File: config.mk
export PLATFORM = sky130hd
export DESIGN_NAME = load_store_controller
export DESIGN_NICKNAME = d
export VERILOG_FILES = /design/src/rtl/load_store_controller.sv
export SDC_FILE = /design/constraint.sdc
export NUM_CORES = 1
export LEC_CHECK = 0
export CORE_MARGIN = 2
export CORE_UTILIZATION = 48
export CTS_BUF_LIST = sky130_fd_sc_hd__clkbuf_8 sky130_fd_sc_hd__clkbuf_16
export DETAILED_ROUTE_END_ITERATION = 7
export PLACE_DENSITY = 0.92
export REMOVE_ABC_BUFFERS = 1
export SLEW_MARGIN = 20
export SYNTH_ARGS = -nofsm -noshare
export SYNTH_HDL_FRONTEND = slang
export SYNTH_SLANG_ARGS = --single-unit
File: constraint.sdc
create_clock -name clk -period 2.9 [get_ports clk]
set_input_delay 0.29 -clock clk [delete_from_list [all_inputs] [get_ports clk]]
set_output_delay 0.29 -clock clk [all_outputs]
set_load 0.02 [all_outputs]
File: src/rtl/load_store_controller.sv
// Load/store sequencer between the execute stage and a word-wide,
// single-port data memory with combinational read. Handles RV32I byte,
// halfword and word accesses; sub-word stores use read-modify-write.
module load_store_controller #(
  parameter int unsigned ADDRESS_WIDTH = 6,
  parameter int unsigned DATA_WIDTH    = 32
) (
  input  logic                     clk,
  input  logic                     rst_n,
  input  logic                     req_valid,
  output logic                     req_ready,
  input  logic                     req_write,
  input  logic [2:0]               req_funct3,
  input  logic [31:0]              req_addr,
  input  logic [DATA_WIDTH-1:0]    req_wdata,
  output logic                     resp_valid,
  input  logic                     resp_ready,
  output logic [DATA_WIDTH-1:0]    resp_rdata,
  output logic                     resp_error,
  output logic                     mem_write_en,
  output logic [ADDRESS_WIDTH-1:0] mem_address,
  output logic [DATA_WIDTH-1:0]    mem_write_data,
  input  logic [DATA_WIDTH-1:0]    mem_read_data
);

  localparam int unsigned BYTE_AW = ADDRESS_WIDTH + 2;

  localparam logic [2:0] F3_B  = 3'b000;
  localparam logic [2:0] F3_H  = 3'b001;
  localparam logic [2:0] F3_W  = 3'b010;
  localparam logic [2:0] F3_BU = 3'b100;
  localparam logic [2:0] F3_HU = 3'b101;

  typedef enum logic [1:0] {
    IDLE,
    ACCESS,
    WRITE,
    RESP
  } state_e;

  state_e                  state_q, state_d;
  logic                    write_q, write_d;
  logic [2:0]              funct3_q, funct3_d;
  logic [BYTE_AW-1:0]      addr_q, addr_d;
  logic [DATA_WIDTH-1:0]   wdata_q, wdata_d;
  logic [DATA_WIDTH-1:0]   word_q, word_d;
  logic [DATA_WIDTH-1:0]   rdata_q, rdata_d;
  logic                    error_q, error_d;

  logic                    accept;
  logic                    misaligned;
  logic                    illegal;
  logic                    out_of_range;
  logic [DATA_WIDTH-1:0]   load_ext;
  logic [DATA_WIDTH-1:0]   merged;

  assign req_ready   = (state_q == IDLE);
  assign resp_valid  = (state_q == RESP);
  assign resp_rdata  = rdata_q;
  assign resp_error  = error_q;
  assign mem_address = addr_q[BYTE_AW-1:2];
  assign accept      = req_valid && req_ready;

  // Fault classification of the incoming (not yet registered) request.
  always_comb begin
    misaligned = 1'b0;
    illegal    = 1'b0;
    case (req_funct3)
      F3_B:         ;
      F3_H:         misaligned = req_addr[0];
      F3_W:         misaligned = |req_addr[1:0];
      F3_BU, F3_HU: illegal    = req_write;
      default:      illegal    = 1'b1;
    endcase
    out_of_range = |req_addr[31:BYTE_AW];
  end

  // Lane extraction with sign/zero extension for loads.
  always_comb begin
    logic [7:0]  b;
    logic [15:0] h;
    b = mem_read_data[8*addr_q[1:0] +: 8];
    h = addr_q[1] ? mem_read_data[31:16] : mem_read_data[15:0];
    case (funct3_q)
      F3_B:    load_ext = {{24{b[7]}}, b};
      F3_BU:   load_ext = {24'h0, b};
      F3_H:    load_ext = {{16{h[15]}}, h};
      F3_HU:   load_ext = {16'h0, h};
      default: load_ext = mem_read_data;
    endcase
  end

  // Byte/halfword lane replacement into the captured word for RMW stores.
  always_comb begin
    merged = word_q;
    if (funct3_q == F3_H) begin
      merged[16*addr_q[1] +: 16] = wdata_q[15:0];
    end else begin
      merged[8*addr_q[1:0] +: 8] = wdata_q[7:0];
    end
  end

  // Next-state and memory-side outputs.
  always_comb begin
    state_d        = state_q;
    write_d        = write_q;
    funct3_d       = funct3_q;
    addr_d         = addr_q;
    wdata_d        = wdata_q;
    word_d         = word_q;
    rdata_d        = rdata_q;
    error_d        = error_q;
    mem_write_en   = 1'b0;
    mem_write_data = '0;
    case (state_q)
      IDLE: begin
        if (accept) begin
          write_d  = req_write;
          funct3_d = req_funct3;
          addr_d   = req_addr[BYTE_AW-1:0];
          wdata_d  = req_wdata;
          rdata_d  = '0;
          if (misaligned || illegal || out_of_range) begin
            error_d = 1'b1;
            state_d = RESP;
          end else begin
            error_d = 1'b0;
            state_d = ACCESS;
          end
        end
      end
      ACCESS: begin
        if (!write_q) begin
          rdata_d = load_ext;
          state_d = RESP;
        end else if (funct3_q == F3_W) begin
          mem_write_en   = 1'b1;
          mem_write_data = wdata_q;
          rdata_d        = '0;
          state_d        = RESP;
        end else begin
          word_d  = mem_read_data;
          state_d = WRITE;
        end
      end
      WRITE: begin
        mem_write_en   = 1'b1;
        mem_write_data = merged;
        rdata_d        = '0;
        state_d        = RESP;
      end
      RESP: begin
        if (resp_ready) begin
          state_d = IDLE;
        end
      end
      default: state_d = IDLE;
    endcase
  end

  // State and request registers; async reset kills any in-flight access.
  always_ff @(posedge clk or negedge rst_n) begin
    if (!rst_n) begin
      state_q  <= IDLE;
      write_q  <= 1'b0;
      funct3_q <= '0;
      addr_q   <= '0;
      wdata_q  <= '0;
      word_q   <= '0;
      rdata_q  <= '0;
      error_q  <= 1'b0;
    end else begin
      state_q  <= state_d;
      write_q  <= write_d;
      funct3_q <= funct3_d;
      addr_q   <= addr_d;
      wdata_q  <= wdata_d;
      word_q   <= word_d;
      rdata_q  <= rdata_d;
      error_q  <= error_d;
    end
  end

endmodule

Word-level counts from Yosys, hierarchy flattened

Index checks and enable logic that the tools add are counted.

Bits of input ports: 104
Logic and storage cells: 69
Register bits after elaboration: 111
Output and inout port bits: 74

Equality and inequality tests: 14
Shift-type cells: 5
Reduce and logical (&&, ||, !) cells: 15
Add/subtract/negate cells: 2
Mux-type cells: 24
Bitwise logic cells: 1

Operators with widths:

| operator                   | count |
|---|---|
| $mux W32                   | 6 |
| $pmux W32 S4               | 1 |
| $pmux W32 S3               | 1 |
| $neg A5 Y34                | 2 |
| $bwmux W32                 | 2 |
| $pmux W32 S2               | 1 |
| $shift A16 B34 Y32 const A | 1 |
| $shift A8 B34 Y32 const A  | 1 |
| $shiftx A16 B34 Y32        | 1 |
| $shiftx A8 B34 Y32         | 1 |
| $shiftx A32 B6 Y8          | 1 |
| $reduce_or A24 Y1          | 1 |
| $mux W16                   | 1 |
| $eq A3 B3 Y1 const B       | 4 |
| $pmux W2 S4                | 1 |
| $eq A3 B1 Y1 const B       | 2 |
| $eq A3 B2 Y1 const B       | 2 |
| $logic_not A3 Y1           | 2 |
| $mux W2                    | 3 |
| $pmux W1 S2                | 3 |
| $reduce_and A3 Y1          | 2 |
| $mux W1                    | 5 |
| $eq A2 B2 Y1 const B       | 2 |
| $ne A2 B1 Y1 const B       | 2 |
| other kinds (10)           | 13 |

Longest topological paths before layout

Depth in word-level cells: 8
Depth in mapped cells: 10

Worst setup path before layout

No wires, ideal clock.

Path kind: register to output
Start point: register addr_q[1]
End point: output port mem_write_data[9]
Stages on the path, launching flop included: 10
Setup slack: -0.156 ns
Arrival time: 2.766 ns
Required time: 2.610 ns
Cell sequence: dfrtp_1 buf_2 buf_2 buf_1 inv_1 ha_1 and4b_1 buf_1 a32oi_1 a221oi_1

Cells in the longest elaborated chain, start to end: 5
Elaborated cells on any way between the ends: 10
Those cells by class: add/sub: 2; shift: 4; mux: 4

Ends and longest elaborated chain:

| item                                        | line   | RTL |
|---|---|---|
| start: declaration                          | 44     | `logic [BYTE_AW-1:0] addr_q, addr_d;` |
| start signal: assignment                    | 176    | `addr_q <= addr_d;` |
| $neg A5 Y34 (on tied branches)              | 97, 99 |  |
| $shiftx A16 B34 Y32 (tied with other cells) | 97     | `merged[16*addr_q[1] +: 16] = wdata_q[15:0];` |
| $bwmux W32 (on tied branches)               | 97, 99 |  |
| $mux W32 *                                  | 96     | `if (funct3_q == F3_H) begin` |
| $pmux W32 S2 *                              | 115    | `case (state_q)` |
| end: declaration                            | 22     | `output logic [DATA_WIDTH-1:0] mem_write_data,` |

Mark *: on every way between the ends. The rest lies on a longest branch, timed or not.

Worst setup path after layout

Start point: register state_q[1]
End point: output port mem_write_data[0]

Cells in the longest elaborated chain, start to end: 2
Elaborated cells on any way between the ends: 3
Those cells by class: eq/ne: 2; mux: 1

Ends and longest elaborated chain:

| item                                         | line | RTL |
|---|---|---|
| start: declaration                           | 41   | `state_e state_q, state_d;` |
| start signal: assignment                     | 173  | `state_q <= state_d;` |
| $eq A2 B2 Y1 or $eq A2 B1 Y1 (tied branches) | 115  |  |
| $pmux W32 S2 *                               | 115  |  |

Marked as above.

==> metrics.txt <==
# TYPE chip_impl_metric gauge
chip_impl_info{name="outcome",value="finished, final reports clean"} 1
chip_impl_metric{name="post_drt_via_cell_ratio",unit=""} 5.95
chip_impl_info{name="cts.root.buffer_cell",value="clkbuf_16"} 1
chip_impl_metric{name="worstPathMaxFanout",unit=""} 5
chip_impl_metric{name="ys_seq_elements",unit=""} 111
chip_impl_metric{name="worstMarginPinSlew",unit="ns"} 0.667
chip_impl_metric{name="pwr_density_cell",unit="nW/um^2"} 1060
chip_impl_metric{name="clock_path_buffers",unit=""} 2
chip_impl_metric{name="layout.area.seq",unit="um^2"} 2780
chip_impl_metric{name="initial_utilization",unit=""} 0.492
chip_impl_info{name="crit_path_end_kind",value="output port"} 1
chip_impl_info{name="holdCritStartpoint",value="resp_rdata[4]"} 1
chip_impl_metric{name="detailedRoute.firstIterationViolations",unit=""} 434
chip_impl_metric{name="clk_pin_slew",unit="ns"} 0.07
chip_impl_metric{name="syn_inst",unit=""} 570
chip_impl_metric{name="yosys.area.top_type_share",unit=""} 0.447
chip_impl_metric{name="grt_start_max_net_pins",unit=""} 51
chip_impl_metric{name="global_route.overflow_total",unit=""} 0
chip_impl_metric{name="die-area",unit="um^2"} 13900
chip_impl_info{name="endpoint_of_the_most_critical_register_to_register_path",value="resp_rdata[27]"} 1
chip_impl_info{name="worst_r2r_startpoint",value="addr_q[1]"} 1
chip_impl_metric{name="timing.reg2reg.worst_path_depth",unit=""} 5
chip_impl_metric{name="ys_warn_count",unit=""} 0
chip_impl_metric{name="drv_cap",unit=""} 0
chip_impl_metric{name="setup_violators_final",unit=""} 0
chip_impl_metric{name="vdd.ir_drop.worst",unit="mV"} 0.721
chip_impl_metric{name="ratio_of_cells_with_drive_above_1_in_the_final_layout",unit=""} 0.198
chip_impl_info{name="synth_ff_type",value="dfrtp_1"} 1
chip_impl_metric{name="areaGrowthSynthToFinish",unit="%"} 37.0
chip_impl_metric{name="vias",unit=""} 5471
chip_impl_metric{name="final_power",unit="W"} 0.00906
chip_impl_metric{name="final_hold_slack",unit="ns"} 0.481
chip_impl_metric{name="numClockSinks",unit=""} 111
chip_impl_metric{name="final-max-slew-violation-count",unit=""} 0
chip_impl_metric{name="ys_async_sr_fraction",unit=""} 1.00
chip_impl_metric{name="multi_input_area",unit="um^2"} 3140
chip_impl_info{name="most_numerous_cell_in_the_yosys_netlist",value="dfrtp_1"} 1
chip_impl_metric{name="power.static_leakage",unit="nW"} 3.73
chip_impl_metric{name="place_area",unit="um^2"} 8190
chip_impl_metric{name="maximum_level_of_the_cts_h_tree",unit=""} 3
chip_impl_metric{name="n_antenna_cell",unit=""} 0
chip_impl_metric{name="mappedNetlistArea",unit="um^2"} 6210
chip_impl_metric{name="core-area",unit="um^2"} 12600
chip_impl_metric{name="stdcell_area",unit="um^2"} 8510
chip_impl_metric{name="finalWirelength",unit="um"} 18700
chip_impl_metric{name="place.port_buffers",unit=""} 177
chip_impl_info{name="synth.top_cells.by_area",value="dfrtp_1, mux2_2, a221o_1, a22o_1, mux2i_1"} 1
chip_impl_metric{name="grt_pass1_vias",unit=""} 5707
chip_impl_metric{name="timing.final.crit_share",unit=""} 0.952
chip_impl_metric{name="drt_pre_antenna_iters",unit=""} 6
chip_impl_metric{name="worst_hold_path_depth",unit=""} 2
chip_impl_metric{name="timing.setup.tns",unit="ns"} 0
chip_impl_metric{name="worst_skew_pair.late_latency",unit="ns"} 0.36
chip_impl_metric{name="finalClockSkew",unit="ns"} 0.00885
chip_impl_info{name="synth.cells.most_frequent",value="dfrtp_1, mux2_2, nand2_1"} 1
chip_impl_metric{name="global_placement_routability_congestion",unit=""} 0.866
chip_impl_metric{name="synth-edff-count",unit=""} 0
chip_impl_metric{name="timing_limited_maximum_frequency",unit="MHz"} 362
chip_impl_metric{name="antenna_found_initial",unit=""} 0
chip_impl_metric{name="globalRouteTotalUtil",unit=""} 0.276
chip_impl_metric{name="io-pin-count",unit=""} 178
chip_impl_metric{name="post-route-drc-count",unit=""} 0
chip_impl_metric{name="yosysUniqueCellTypes",unit=""} 49
chip_impl_metric{name="fill_cells",unit=""} 983
chip_impl_metric{name="detailed_placement_wirelength_estimate",unit="um"} 13900
chip_impl_metric{name="detail-route-antenna-nets",unit=""} 0
chip_impl_metric{name="final_nets",unit=""} 855
chip_impl_info{name="min_to",value="resp_rdata[4]"} 1
chip_impl_metric{name="floorplan.die.width",unit="um"} 118
chip_impl_metric{name="synth_seq_area_share",unit=""} 0.447
chip_impl_info{name="hold_class",value="register to register"} 1
chip_impl_metric{name="cp.arrival",unit="ns"} 2.47
chip_impl_info{name="grt_setup_unrepaired",value="false"} 1
chip_impl_metric{name="grt_first_pass_wirelength",unit="um"} 30400
chip_impl_metric{name="cp.required",unit="ns"} 2.61
chip_impl_info{name="type_of_the_setup_path_with_the_least_slack",value="register to output port"} 1
chip_impl_metric{name="postSynthAreaPerCell",unit="um^2"} 10.9
chip_impl_metric{name="period_minus_ws_final",unit="ns"} 2.76
chip_impl_metric{name="placement_rows",unit=""} 41
chip_impl_info{name="worstSetupStartpointType",value="register"} 1
chip_impl_metric{name="number_of_endpoints_with_negative_hold_slack_in_the_final_report",unit=""} 0
chip_impl_metric{name="max_slew_margin",unit=""} 0.556
chip_impl_metric{name="wl_per_cell",unit="um"} 20.3
chip_impl_metric{name="die_boundary_height",unit="um"} 118
chip_impl_metric{name="cts_made_buffers",unit=""} 9
chip_impl_info{name="cts_tree",value="yes"} 1
chip_impl_metric{name="ff2ff_setup_slack",unit="ns"} 0.52
chip_impl_info{name="synth_largest_area_cell",value="dfrtp_1"} 1
[critical path, stage by stage (launching register included)]
cell and delay [ns]:
dfrtp_1 0.41, inv_1 0.12, ha_1 0.23, nand2_1 0.12
or2_2 0.37, a31oi_4 0.20, buf_4 0.18, a22o_1 0.15
dlygate4sd2_1 0.33
[per-layer routing]
metal | global-route usage | up-vias | wire [um]
met5 | 0 | - | 0
met4 | 0.103 | 0 | 621
met3 | 0.0775 | 40 | 1530
met2 | 0.455 | 269 | 8980
met1 | 0.346 | 2700 | 7560
li1 | - | 2462 | -
[power by group]
group / leakage (nW) / switching (W) / internal [W] / total, W
Combinational: 2.22 / 0.00257 / 0.00234 / 0.00491
Sequential: 1.36 / 0.000636 / 0.00225 / 0.00288
Clock: 0.147 / 0.000589 / 0.000681 / 0.00127
[worst max path at each step]
stage / endpoint / cells after the start / start / slack (ns)
floorplan: mem_write_data[16] / 4 / funct3_q[1] / -1.04
CTS: mem_write_data[10] / 8 / state_q[1] / 0.03
finish: mem_write_data[0] / 8 / state_q[1] / 0.14
detailed placement: mem_write_data[7] / 7 / state_q[1] / 0.20
global route: mem_write_data[0] / 8 / state_q[1] / 0.003
global placement: mem_write_data[14] / 5 / funct3_q[1] / 0.27
[stage by stage]
step	cells	setup WS, ns	utilization
2_1_floorplan	525	-1.04	-
3_3_place_gp	898	0.265	0.649
3_5_place_dp	898	0.201	0.649
4_1_cts	918	0.0314	0.673
5_1_grt	919	0.00264	0.674
6_report	919	0.139	0.674
[layout by cell type (no fill, tap or decap), types with 2 or more instances in the layout]
cell type,count
clkdlybuf4s50_1,143
dfrtp_1,110
mux2_2,82
nand2_1,45
a21oi_1,27
buf_4,27
dlygate4sd2_1,27
o21ai_0,26
inv_1,23
a22o_1,23
a221o_1,23
nor2_1,20
mux2i_1,18
nor2b_1,18
a22oi_1,16
nor3_1,11
a221oi_1,9
a21o_1,9
ha_1,9
clkbuf_16,9
o22ai_1,8
mux4_2,7
nor4_1,6
nand2b_1,4
clkdlybuf4s15_1,4
nand4_1,3
clkinv_4,3
or3b_1,2
a21oi_2,2
inv_6,2
buf_12,2
[area by class of cell]
class                   instances  area share
multi-input cells             390       0.369
flip-flops and latches        111       0.326
repair buffers                206       0.232
clock buffers                   9      0.0265
well taps                     172      0.0253
inverters                      24      0.0106
clock inverters                 7     0.00955
[logic make-up (layout without fill, tap and decap cells)]
kind of cell | after synthesis | after routing | synth area share
AO/OA/AOI/OAI | 154 | 154 | 0.183
adder cells (fa/ha/maj) | 9 | 9 | 0.0181
buffers and inverters | 69 | 246 | 0.0510
flip-flops | 111 | 111 | 0.447
multiplexers | 107 | 107 | 0.203
AND/OR/NAND/NOR | 120 | 120 | 0.0973
[state kept, by name, indices dropped and copies added (netlist names)]
register / cells
write_q: 1
resp_rdata: 32
funct3_q: 3
state_q: 2
word_q: 32
resp_error: 1
wdata_q: 32
addr_q: 8
[repair_timing]
item / 4_1_cts / 5_1_grt
gates resized for setup: 33 / 8
hold buffers: 1 / 0
endpoints found under the hold margin: 29 / 0
endpoints found under the setup margin: 32 / 9
buffers inserted: 3 / 1
pin swaps: 2 / 1
Power figures use the tool's default switching activity.
